## src/rtl/maxpool_pkg.sv

```systemverilog
// Shared defaults and width helpers for the streaming max-pool engine.
package maxpool_pkg;

  localparam int unsigned DEF_DATA_W = 16;
  localparam int unsigned DEF_POOL   = 2;
  localparam int unsigned DEF_IMG_W  = 8;
  localparam int unsigned DEF_IMG_H  = 8;

  localparam int unsigned COL_W  = $clog2(DEF_IMG_W);
  localparam int unsigned ROW_W  = $clog2(DEF_IMG_H);
  localparam int unsigned SLOT_W = $clog2(DEF_IMG_W / DEF_POOL);

  // Counter width that stays at least one bit for degenerate ranges.
  function automatic int unsigned clog2_min1(input int unsigned n);
    return (n <= 1) ? 1 : $clog2(n);
  endfunction

endpackage

```

## src/rtl/max_cmp.sv

```systemverilog
// Two-input maximum; MAXPOOL_SIGNED_EN selects two's-complement compare.
module max_cmp #(
  parameter int unsigned DATA_W = 16
) (
  input  logic [DATA_W-1:0] a_i,
  input  logic [DATA_W-1:0] b_i,
  output logic [DATA_W-1:0] max_o
);

  // Select the larger operand; ties return an identical value either way.
  always_comb begin
`ifdef MAXPOOL_SIGNED_EN
    max_o = ($signed(a_i) > $signed(b_i)) ? a_i : b_i;
`else
    max_o = (a_i > b_i) ? a_i : b_i;
`endif
  end

endmodule

```

## src/rtl/max_pool_stream.sv

```systemverilog
// Streaming KxK non-overlapping max-pool with a one-entry output register.
// Optional MAXPOOL_SIGNED_EN (in max_cmp) switches to signed compares.
module max_pool_stream
  import maxpool_pkg::*;
#(
  parameter int unsigned DATA_W = DEF_DATA_W,
  parameter int unsigned POOL   = DEF_POOL,
  parameter int unsigned IMG_W  = DEF_IMG_W,
  parameter int unsigned IMG_H  = DEF_IMG_H
) (
  input  logic              clk,
  input  logic              rst,
  input  logic              in_valid,
  output logic              in_ready,
  input  logic [DATA_W-1:0] in_data,
  output logic              out_valid,
  input  logic              out_ready,
  output logic [DATA_W-1:0] out_data,
  output logic              out_last
);

  localparam int unsigned NSLOT = IMG_W / POOL;
  localparam int unsigned CW    = clog2_min1(IMG_W);
  localparam int unsigned RW    = clog2_min1(IMG_H);
  localparam int unsigned SW    = clog2_min1(NSLOT);
  localparam int unsigned WW    = clog2_min1(POOL);

  logic [CW-1:0]     col_q, col_d;
  logic [RW-1:0]     row_q, row_d;
  logic [WW-1:0]     wc_q, wc_d, wr_q, wr_d;
  logic [SW-1:0]     slot_q, slot_d;
  logic [DATA_W-1:0] hacc_q, hacc_d;
  logic              out_valid_q, out_valid_d;
  logic [DATA_W-1:0] out_data_q, out_data_d;
  logic              out_last_q, out_last_d;
  // Sized to a power of two so the slot index always spans the array.
  logic [DATA_W-1:0] buf_q [2**SW];

  logic [DATA_W-1:0] hmax, vmax, hacc_next, v, buf_rd;
  logic              accept, col_end, row_end, wc_end, wr_end, buf_we;

  assign in_ready  = !out_valid_q || out_ready;
  assign accept    = in_valid && in_ready;
  assign col_end   = (col_q == CW'(IMG_W - 1));
  assign row_end   = (row_q == RW'(IMG_H - 1));
  assign wc_end    = (wc_q == WW'(POOL - 1));
  assign wr_end    = (wr_q == WW'(POOL - 1));
  assign buf_rd    = buf_q[slot_q];
  assign hacc_next = (wc_q == '0) ? in_data : hmax;
  assign v         = (wr_q == '0) ? hacc_next : vmax;

  max_cmp #(.DATA_W(DATA_W)) u_hmax (.a_i(hacc_q), .b_i(in_data),   .max_o(hmax));
  max_cmp #(.DATA_W(DATA_W)) u_vmax (.a_i(buf_rd), .b_i(hacc_next), .max_o(vmax));

  // Next-state: position counters, horizontal accumulator, output register.
  always_comb begin
    col_d       = col_q;
    row_d       = row_q;
    wc_d        = wc_q;
    wr_d        = wr_q;
    slot_d      = slot_q;
    hacc_d      = hacc_q;
    out_valid_d = out_valid_q;
    out_data_d  = out_data_q;
    out_last_d  = out_last_q;
    buf_we      = 1'b0;

    if (out_valid_q && out_ready) out_valid_d = 1'b0;

    if (accept) begin
      hacc_d = hacc_next;
      if (wc_end) begin
        wc_d   = '0;
        slot_d = col_end ? '0 : slot_q + SW'(1);
        if (!wr_end) begin
          buf_we = 1'b1;
        end else begin
          out_valid_d = 1'b1;
          out_data_d  = v;
          out_last_d  = row_end && col_end;
        end
      end else begin
        wc_d = wc_q + WW'(1);
      end
      if (col_end) begin
        col_d = '0;
        row_d = row_end ? '0 : row_q + RW'(1);
        wr_d  = wr_end ? '0 : wr_q + WW'(1);
      end else begin
        col_d = col_q + CW'(1);
      end
    end
  end

  // State registers with asynchronous reset.
  always_ff @(posedge clk or posedge rst) begin
    if (rst) begin
      col_q       <= '0;
      row_q       <= '0;
      wc_q        <= '0;
      wr_q        <= '0;
      slot_q      <= '0;
      hacc_q      <= '0;
      out_valid_q <= 1'b0;
      out_data_q  <= '0;
      out_last_q  <= 1'b0;
    end else begin
      col_q       <= col_d;
      row_q       <= row_d;
      wc_q        <= wc_d;
      wr_q        <= wr_d;
      slot_q      <= slot_d;
      hacc_q      <= hacc_d;
      out_valid_q <= out_valid_d;
      out_data_q  <= out_data_d;
      out_last_q  <= out_last_d;
    end
  end

  // Column buffer of partial window maxima; every slot is written before it is read.
  always_ff @(posedge clk) begin
    if (buf_we) buf_q[slot_q] <= v;
  end

  assign out_valid = out_valid_q;
  assign out_data  = out_data_q;
  assign out_last  = out_last_q;

endmodule
```

## config.mk

```make
export PLATFORM = sky130hd
export DESIGN_NAME = max_pool_stream
export DESIGN_NICKNAME = d
export VERILOG_FILES = /design/src/rtl/maxpool_pkg.sv /design/src/rtl/max_cmp.sv /design/src/rtl/max_pool_stream.sv
export SDC_FILE = /design/constraint.sdc
export NUM_CORES = 1
export LEC_CHECK = 0
export CAP_MARGIN = 20
export CORE_ASPECT_RATIO = 0.75
export CORE_MARGIN = 3
export CORE_UTILIZATION = 40
export CTS_CLUSTER_SIZE = 14
export DETAILED_ROUTE_END_ITERATION = 8
export PLACE_DENSITY = 0.64
export SYNTH_ARGS = -nofsm -noshare
export SYNTH_HDL_FRONTEND = slang
export SYNTH_SLANG_ARGS = --single-unit
export TNS_END_PERCENT = 20
```

## constraint.sdc

```tcl
create_clock -name clk -period 4.4 [get_ports clk]
set_input_delay 1.32 -clock clk [delete_from_list [all_inputs] [get_ports clk]]
set_output_delay 1.32 -clock clk [all_outputs]
set_load 0.01 [all_outputs]
```

==> impl_metrics.toml <==
[hold_path]
hold_depth = 2
hold_path.class = "register to register"

[pwr]
power_leakage_nw = 3.04
ir_drop_mv = 0.393
p_per_area_nw_per_um2 = 800

[layout]
postLayoutCellArea_sq_um = 7910
final-instance-count-excl-fill = 761
drive_gt1_frac = 0.418
synthToLayoutAreaGrowth_pct = 37.6
nets = 641
diodes = 0

[logic_synthesis]
synth_seq_area_share = 0.526
ys_ff_latch = 108
synth_cell_type_count = 50
synthesis.nets = 525
synth_cells = 465
synth_warnings = 0
synthArstFlopShare = 0.407
syn_area_sq_um = 5750
synth_flop_cell = "edfxtp_1"
synth_edf_count = 64
avgSynthCellArea_sq_um = 12.4

[grt]
grt_pass1_vias = 4395
track_usage = 0.190
grt_remaining_overflow = 0
grt_first_pass_wirelength_mm = 22.9
grt_antenna_before_repair = 0
grt_max_degree = 37

[sta]
grt_setup_unrepaired = "yes"
hold_violations = 0
fmax_mhz = 209
drv_slew = 0
min_period_ns = 4.78
worst_pin_slew_ns = 0.864
max-slew-margin-rel = 0.422
setup_viol = 80
clock_skew_ns = 0.0113
finalWorstSetupSlack_ns = -0.384
period_share = 1.09
whs_ns = 0.506

[cts]
cts_inserted_buffers = 9
htreeDepth = 3
clkLatencyLatePin_ns = 0.35
clk_path_buf_depth = 2
cts_sinks = 108
ctsRootBufferMaster = "clkbuf_16"
cts_tree = "done"
clk_pin_slew_ns = 0.07

[place]
dp_hpwl_mm = 10.6
pre_cts_ws_ns = -1.20
gp_congestion = 0.837
port_buffers = 38
placed_cell_area_sq_um = 6930
post-place-cells = 715

[status]
status = "complete, but fails checks"
failed_checks = "negative setup slack"

[floorplan]
die_area_sq_um = 15900
io_pins = 39
initial_core_util = 0.414
core_sq_um = 13900
fp-row-count = 37
die_height_microns = 110
die_w_microns = 144

[critical_path]
crit_path_max_fanout = 8
crit_arrival_ns = 4.95
path_class = "primary input to register"
reg2reg_depth = 15
cp-end-kind = "register"
cp.required_ns = 4.56
worstSetupStartpointType = "primary input"

[route]
wl_mm = 15.1
wl_per_cell_microns = 19.8
vias_per_cell = 5.78
vias = 4395
drc_errors = 0
drtIter0Drc = 320
ant_nets = 0
drt-pass1-iter-count = 5

[run]
maxCapViolations = 0
-- cells in the final DEF, fill, tap and decap left out, types with 3 or more instances in the layout --
master and instances:
nand2_4 3, buf_4 76, nand4_1 20, clkbuf_2 9, nor3_1 3, ha_4 19
buf_6 9, o32a_1 4, o21ai_0 11, clkbuf_16 12, a31oi_4 12, a21oi_1 4
inv_1 5, a21oi_2 7, ha_1 20, a21oi_4 4, dfrtp_1 44, o211ai_1 17
nor2_1 3, nand2_2 10, o21ai_1 9, nand3_2 4, mux2_2 3, edfxtp_1 64
o32ai_1 11, nor2_4 6, and2_1 5, nand3_1 15, a21o_1 5, clkdlybuf4s50_1 22
o21ai_2 10, inv_2 14, nand2_1 55, o21a_1 4, mux4_2 15, buf_12 4
-- timing repair --
| action | in CTS | in global routing |
|---|---|---|
| pin swaps | 14 | 30 |
| endpoints found under the setup margin | 80 | 80 |
| resized for setup | 74 | 62 |
| setup buffers | 10 | 18 |
| hold buffers | 0 | 0 |
| gates cloned | 1 | 3 |
-- cells by family (layout without fill, tap and decap cells) --
group,after synthesis,count (layout),share of synthesized area
AOI/OAI and AO/OA,111,111,0.163
adders and majority gates,40,40,0.0871
and+or+nand+nor,136,137,0.115
DFF,108,108,0.526
xor gates and xnor gates,2,2,0.00305
muxes,20,20,0.0681
buffers and inverters,48,168,0.0374
-- layout make-up --
| type | instances | area (sq um) |
|---|---|---|
| Fill cell | 1111 | 5980 |
| Multi-Input combinational cell | 310 | 3100 |
| Sequential cell | 108 | 3020 |
| Timing Repair Buffer | 131 | 1180 |
| Clock buffer | 9 | 225 |
| Tap cell | 175 | 219 |
| Inverter | 21 | 91.3 |
| Clock inverter | 7 | 73.8 |
-- worst max-delay path: stages --
cell             delay, ns
clkdlybuf4s15_1       0.19
inv_2                 0.05
ha_4                  0.26
nand4_1               0.17
buf_4                 0.20
a2111oi_4             0.29
buf_4                 0.19
buf_6                 0.13
o32a_1                0.16
o21a_1                0.18
ha_1                  0.27
nand4_1               0.17
nor2_1                0.07
a221o_1               0.42
o31a_4                0.47
buf_12                0.18
o21ai_2               0.22
-- registers in the layout (all words and copies together), names as in the netlist --
register / count
buf_q: 64
hacc_q: 16
out_data: 16
col_q: 3
row_q: 3
slot_q: 2
out_last: 1
out_valid: 1
wc_end: 1
wr_end: 1
-- where the power goes --
part           switching [mW]  leakage, nW  total, mW  internal (mW)
Clock                   0.371        0.138      0.816          0.444
Sequential              0.252         1.12       1.79           1.54
Combinational            1.96         1.78       3.72           1.76
-- per-stage QoR --
step                      utilization  total power, mW  setup TNS [ns]
after floorplan                     -             3.68          -23.96
after global placement          0.499             4.66          -81.77
after detailed placement        0.499             4.78          -88.28
after CTS                       0.542             5.84          -19.95
after global routing            0.570             6.70          -38.03
final                           0.570             6.33          -25.76
-- per-layer routing --
layer / track usage / share of wire / wire [microns]
met3: 0.0370 / 0.036 / 535
met5: 0 / 0 / 0
met4: 0.0499 / 0.017 / 262
met2: 0.304 / 0.48 / 7180
met1: 0.266 / 0.47 / 7100
-- cells in the mapped netlist (4+ instances only) --
| master | count | area [sq um] |
|---|---|---|
| a21o_1 | 5 | 37.5 |
| o21a_1 | 4 | 30.0 |
| and2_1 | 5 | 31.3 |
| o21ai_1 | 9 | 45.0 |
| nor2_1 | 8 | 30.0 |
| o32a_1 | 4 | 40.0 |
| inv_1 | 21 | 78.8 |
| edfxtp_1 | 64 | 1920 |
| o211ai_1 | 17 | 128 |
| nand4_1 | 20 | 125 |
| nand2_1 | 67 | 251 |
| mux4_2 | 15 | 338 |
| a21oi_1 | 15 | 75.1 |
| a31oi_4 | 10 | 213 |
| o21ai_0 | 23 | 115 |
| dfrtp_1 | 44 | 1100 |
| o32ai_1 | 11 | 96.3 |
| clkbuf_1 | 15 | 56.3 |
| buf_4 | 4 | 30.0 |
| buf_2 | 4 | 20.0 |
| nand3_1 | 19 | 95.1 |
| ha_1 | 40 | 500 |
-- final timing paths --
check | startpoint | endpoint | slack (ns)
setup / recovery | in_data[10] | buf_q[2][9] | -0.38
hold / removal | out_last | out_last | 0.51
setup reg to reg | hacc_q[1] | buf_q[2][9] | 0.20
hold reg to reg | out_last | out_last | 0.51
max in group asynchronous | rst | out_data[6] | 2.36
min in group asynchronous | rst | col_q[0] | 1.27
Note: power is estimated with default switching activity, not from simulation.
==> RTL change 1, RTL diff (same settings) <==
Set the package constant `DEF_IMG_H` to 32 (it was 8).
--- a/src/rtl/maxpool_pkg.sv
+++ b/src/rtl/maxpool_pkg.sv
@@ -4,7 +4,7 @@
   localparam int unsigned DEF_DATA_W = 16;
   localparam int unsigned DEF_POOL   = 2;
   localparam int unsigned DEF_IMG_W  = 8;
-  localparam int unsigned DEF_IMG_H  = 8;
+  localparam int unsigned DEF_IMG_H  = 32;
 
   localparam int unsigned COL_W  = $clog2(DEF_IMG_W);
   localparam int unsigned ROW_W  = $clog2(DEF_IMG_H);
Function: no difference found for any inputs over 10 cycles, from zero or initial values and one cycle with rst high; that may be too few to reach the edited logic, so the function may still have changed.
==> RTL change 1 against the original RTL <==
Core utilization is 0.50 points higher. Sequential cell count is 2 higher. Worst setup slack better by 0.23 ns. Cell count is 7.9% lower. The flow still finishes with violations (setup timing). Cell area is 4.5% lower. Clock skew is 0.0014 ns lower. Critical path type unchanged. Synthesized area is 5.0% lower. Total power is 8.1% lower. Wire length is 12% lower. Largest power group unchanged.
==> RTL change 1: results (changes against the original RTL) <==
<table>
<tr><th>Metric</th><th>Value</th></tr>
<tr><th colspan="2">Run status</th></tr>
<tr><td>Outcome</td><td>finished, violations left</td></tr>
<tr><td>Failing checks</td><td>setup timing</td></tr>
<tr><th colspan="2">Worst setup path</th></tr>
<tr><td>Start point of the critical path</td><td>in_data[0]</td></tr>
<tr><td>Slowest-stage cell, CP</td><td>sky130_fd_sc_hd__a2111o_1</td></tr>
<tr><td>Arrival time at the worst endpoint</td><td>4.66 ns (-0.29 ns)</td></tr>
<tr><td>Launch instance of the worst register-to-register path</td><td>hacc_q[7]$_DFFE_PP0P_</td></tr>
<tr><th colspan="2">Cells and area</th></tr>
<tr><td>Fraction of final layout cells sized beyond drive strength 1</td><td>0.387 (-0.0313)</td></tr>
<tr><td>Count of multi-input combinational gates</td><td>274 (-12%)</td></tr>
<tr><td>Signal inverters</td><td>23 (+9.5%)</td></tr>
<tr><td>Area fraction of clock buffers and clock inverters</td><td>0.0429 (+0.00508)</td></tr>
<tr><td>Sequential share of cell area</td><td>0.407 (+0.0245)</td></tr>
<tr><td>Clkbuf count</td><td>10 (+1)</td></tr>
<tr><th colspan="2">Timing</th></tr>
<tr><td>Final setup viols</td><td>80 (unchanged)</td></tr>
<tr><td>Worst hold-check slack</td><td>0.481 ns (-0.0252 ns)</td></tr>
<tr><td>Final WS setup</td><td>-0.158 ns (+0.225 ns)</td></tr>
<tr><td>Worst rel slew slack</td><td>0.350 (-0.0724)</td></tr>
<tr><th colspan="2">Synth</th></tr>
<tr><td>Seq/Total Area, Yosys</td><td>0.563 (+0.0369)</td></tr>
<tr><td>Leading post-synthesis cells by cell area</td><td>sky130_fd_sc_hd__edfxtp_1 35%, sky130_fd_sc_hd__dfrtp_1 21%, sky130_fd_sc_hd__ha_1 9.2%</td></tr>
<tr><td>Most used standard cells in the synthesized netlist</td><td>64 x sky130_fd_sc_hd__edfxtp_1, 46 x sky130_fd_sc_hd__dfrtp_1, 42 x sky130_fd_sc_hd__a21oi_1</td></tr>
<tr><td>Distinct cells, synth</td><td>42 (-16%)</td></tr>
<tr><td>Syn_nets</td><td>488 (-7.0%)</td></tr>
<tr><td>FF+latch count, synth</td><td>110 (+1.9%)</td></tr>
<tr><th colspan="2">Global routing</th></tr>
<tr><td>Number of global-route vias before repair</td><td>3969 (-9.7%)</td></tr>
<tr><td>GR met1 Demand/Resource</td><td>0.267 (+0.00116)</td></tr>
<tr><td>Global routing met3 resource utilization</td><td>0.0330 (-0.00396)</td></tr>
<tr><td>Global-route wire length before repair</td><td>21.4 mm (-6.6%)</td></tr>
<tr><th colspan="2">Routing</th></tr>
<tr><td>Routed WL</td><td>13.3 mm (-12%)</td></tr>
<tr><td>Iteration count of the initial detailed-routing pass</td><td>4 (-1)</td></tr>
<tr><td>Total vias in the final route</td><td>3852 (-12%)</td></tr>
<tr><th colspan="2">Placed design</th></tr>
<tr><td>RePlAce Congestion</td><td>0.841 (+0.45%)</td></tr>
<tr><td>Pre-CTS setup slack</td><td>-0.954 ns (+0.245 ns)</td></tr>
</table>
==> RTL change 1: tightest hold or removal path: cells and delay by family, from the launching register on <==
family	cells	cell delay, ns
AND/OR/NAND/NOR	2	0.10
flip-flops	1	0.35
==> RTL change 1: what timing repair did <==
action                                  CTS  global route
pin swaps                                21            19
buffers inserted                          9             0
endpoints found under the setup margin   80            80
gates resized for setup                  76            39
==> RTL change 1: power breakdown <==
part | internal, mW | switching [mW] | total (mW)
Combinational | 1.53 | 1.62 | 3.15
Sequential | 1.51 | 0.287 | 1.80
Clock | 0.485 | 0.379 | 0.864
Total | 3.53 | 2.29 | 5.82
==> RTL change 1: kinds of logic after synthesis <==
logic type	Yosys count	share of synthesized area
flip-flops	110	0.563
AO/OA/AOI/OAI	80	0.0948
adder cells (fa/ha/maj)	40	0.0916
AND/OR/NAND/NOR	111	0.101
multiplexers	41	0.114
buffers and inverters	44	0.0332
XOR/XNOR	2	0.00321
==> RTL change 1: layer usage <==
layer  routed length [um]  vias to the layer above
met4                   82                        0
met5                    0                        -
met3                  563                       10
met2                 6320                       75
li1                     -                     1826
met1                 6370                     1941
==> RTL change 1: stage by stage <==
| step | setup TNS (ns) | instance area [um^2] | cells | utilization |
|---|---|---|---|---|
| 6_report | -9.25 | 7560 | 701 | 0.575 |
| 5_1_grt | -16.25 | 7560 | 701 | 0.575 |
| 4_1_cts | -11.99 | 7470 | 701 | 0.568 |
| 3_5_place_dp | -70.39 | 6820 | 676 | 0.519 |
| 3_3_place_gp | -61.47 | 6820 | 676 | 0.519 |
| 2_1_floorplan | -10.02 | 5870 | 428 | - |
==> RTL change 2, RTL diff (same settings) <==
Without the edit above. `out_data_q` no longer has a reset.
--- a/src/rtl/max_pool_stream.sv
+++ b/src/rtl/max_pool_stream.sv
@@ -102,7 +102,6 @@
       slot_q      <= '0;
       hacc_q      <= '0;
       out_valid_q <= 1'b0;
-      out_data_q  <= '0;
       out_last_q  <= 1'b0;
     end else begin
       col_q       <= col_d;
@@ -112,9 +111,12 @@
       slot_q      <= slot_d;
       hacc_q      <= hacc_d;
       out_valid_q <= out_valid_d;
-      out_data_q  <= out_data_d;
       out_last_q  <= out_last_d;
     end
+  end
+
+  always_ff @(posedge clk) begin
+    out_data_q <= out_data_d;
   end
 
   // Column buffer of partial window maxima; every slot is written before it is read.
Check against the original RTL: same outputs for any inputs over 10 cycles, from zero or initial values and one cycle with rst high; that may be too few to reach the edited logic, so the function may still have changed.
==> RTL change 2 against the original RTL <==
Wire length fell by 27%. Synthesized area decreased by 9.2%. Total power down 24%. The flow still finishes with violations (setup timing). Highest routed layer unchanged. First-iteration DRC count down 52%. Largest cell class is now flip-flops and latches. Cell area is 13% lower. Worst setup slack better by 0.28 ns. Sequential cell count is the same. Critical endpoint is now out_data[2]$_DFFE_PP_.
==> RTL change 2: results (changes against the original RTL) <==
<table>
<tr><th>Metric</th><th>Value</th></tr>
<tr><th colspan="2">Timing</th></tr>
<tr><td>Worst setup skew after layout</td><td>0.0101 ns (-0.00119 ns)</td></tr>
<tr><td>Final setup viols</td><td>80 (unchanged)</td></tr>
<tr><td>Final WS setup</td><td>-0.103 ns (+0.281 ns)</td></tr>
<tr><th colspan="2">Cells and area</th></tr>
<tr><td>Filler cell count in the final layout</td><td>1025 (-7.7%)</td></tr>
<tr><td>Net total in the final layout</td><td>490 (-24%)</td></tr>
<tr><th colspan="2">Global routing</th></tr>
<tr><td>Largest net degree at the start of global routing</td><td>22 (-41%)</td></tr>
<tr><td>GR met1 Demand/Resource</td><td>0.240 (-0.0256)</td></tr>
<tr><td>Number of global-route vias before repair</td><td>3302 (-25%)</td></tr>
<tr><td>Routing usage on met2</td><td>0.249 (-0.0547)</td></tr>
<tr><td>Global-route wire length before repair</td><td>17.9 mm (-22%)</td></tr>
<tr><td>Global routing met3 resource utilization</td><td>0.0366 (-0.000383)</td></tr>
<tr><th colspan="2">Worst setup path</th></tr>
<tr><td>R2R Setup Slk</td><td>0.51 ns (+0.31 ns)</td></tr>
<tr><td>Max stage delay on crit path</td><td>0.40 ns (-0.07 ns)</td></tr>
<tr><td>Maximum fanout encountered on the critical timing path</td><td>7 (-1)</td></tr>
<tr><td>Critical register-to-register path endpoint</td><td>out_data[2]$_DFFE_PP_</td></tr>
<tr><th colspan="2">Power and ir drop</th></tr>
<tr><td>Leak pwr</td><td>2.72 nW (-11%)</td></tr>
<tr><td>VDD IR max</td><td>0.000380 V (-3.2%)</td></tr>
<tr><td>Reported sequential group power</td><td>1.69 mW (-6%)</td></tr>
<tr><th colspan="2">Run status</th></tr>
<tr><td>Outcome</td><td>finished, violations left</td></tr>
<tr><td>Failing checks</td><td>setup timing</td></tr>
<tr><th colspan="2">Synth</th></tr>
<tr><td>Share of the synthesized netlist area taken by xor and xnor gates</td><td>0.00336 (+0.000311)</td></tr>
<tr><td>Most used standard cells in the synthesized netlist</td><td>80 x sky130_fd_sc_hd__edfxtp_1, 40 x sky130_fd_sc_hd__ha_1, 40 x sky130_fd_sc_hd__mux2_2</td></tr>
<tr><td>Async set or reset register ratio after synthesis</td><td>0.259 (-0.148)</td></tr>
<tr><td>Distinct cells, synth</td><td>32 (-36%)</td></tr>
<tr><td>Share of cell area taken by muxes after synthesis</td><td>0.184 (+0.116)</td></tr>
<tr><th colspan="2">Routing</th></tr>
<tr><td>Routed wl met2</td><td>5.18 mm (-28%)</td></tr>
<tr><td>Sum of met3 wire segment lengths after detailed routing</td><td>325 um (-39%)</td></tr>
</table>
[RTL change 2: layout make-up]
class	count	area share
clock buffers	10	0.0332
clock inverters	6	0.00707
inverters	36	0.0217
multi-input cells	185	0.348
flip-flops and latches	108	0.449
well taps	166	0.0301
repair buffers	90	0.110
[RTL change 2: critical path, delay by kind of cell]
kind	cells	cell delay [ns]
AOI/OAI and AO/OA	5	1.15
adders and majority gates	2	0.45
buffers and inverters	5	0.55
muxes	2	0.57
and+or+nand+nor	3	0.54
[RTL change 2: logic make-up (layout without fill, tap and decap cells)]
logic type	after synthesis	count (layout)
flops	108	108
mux	66	66
simple gates	44	44
buf+inv	44	142
fa+ha+maj	40	40
compound gates	33	33
xor+xnor	2	2
[RTL change 2: worst min path at each step]
stage | end | slack, ns | cells after the start
floorplan | col_q[1]$_DFFE_PP0P_ | 0.45 | 2
global placement | col_q[2]$_DFFE_PP0P_ | 0.47 | 2
detailed placement | col_q[1]$_DFFE_PP0P_ | 0.47 | 2
CTS | col_q[1]$_DFFE_PP0P_ | 0.49 | 2
global route | col_q[1]$_DFFE_PP0P_ | 0.53 | 2
finish | col_q[2]$_DFFE_PP0P_ | 0.49 | 2
[RTL change 2: per-stage QoR]
stage               instances  power [mW]  utilization  TNS, ns
floorplan                 337        3.01            -    -9.49
global placement          575        3.58        0.498   -69.32
detailed placement        576        3.65        0.500   -73.77
CTS                       595        4.70        0.546   -11.15
global route              601        5.14        0.551   -15.23
finish                    601        4.82        0.551    -6.81
[RTL change 2: what timing repair did]
item                       in CTS  in global routing
hold buffers                    0                  0
buffers inserted                2                  6
cloned                          1                  0
pin swaps                      28                 20
gates resized for setup        87                 40
setup endpoints to repair      80                 80
hold endpoints to repair        0                  0
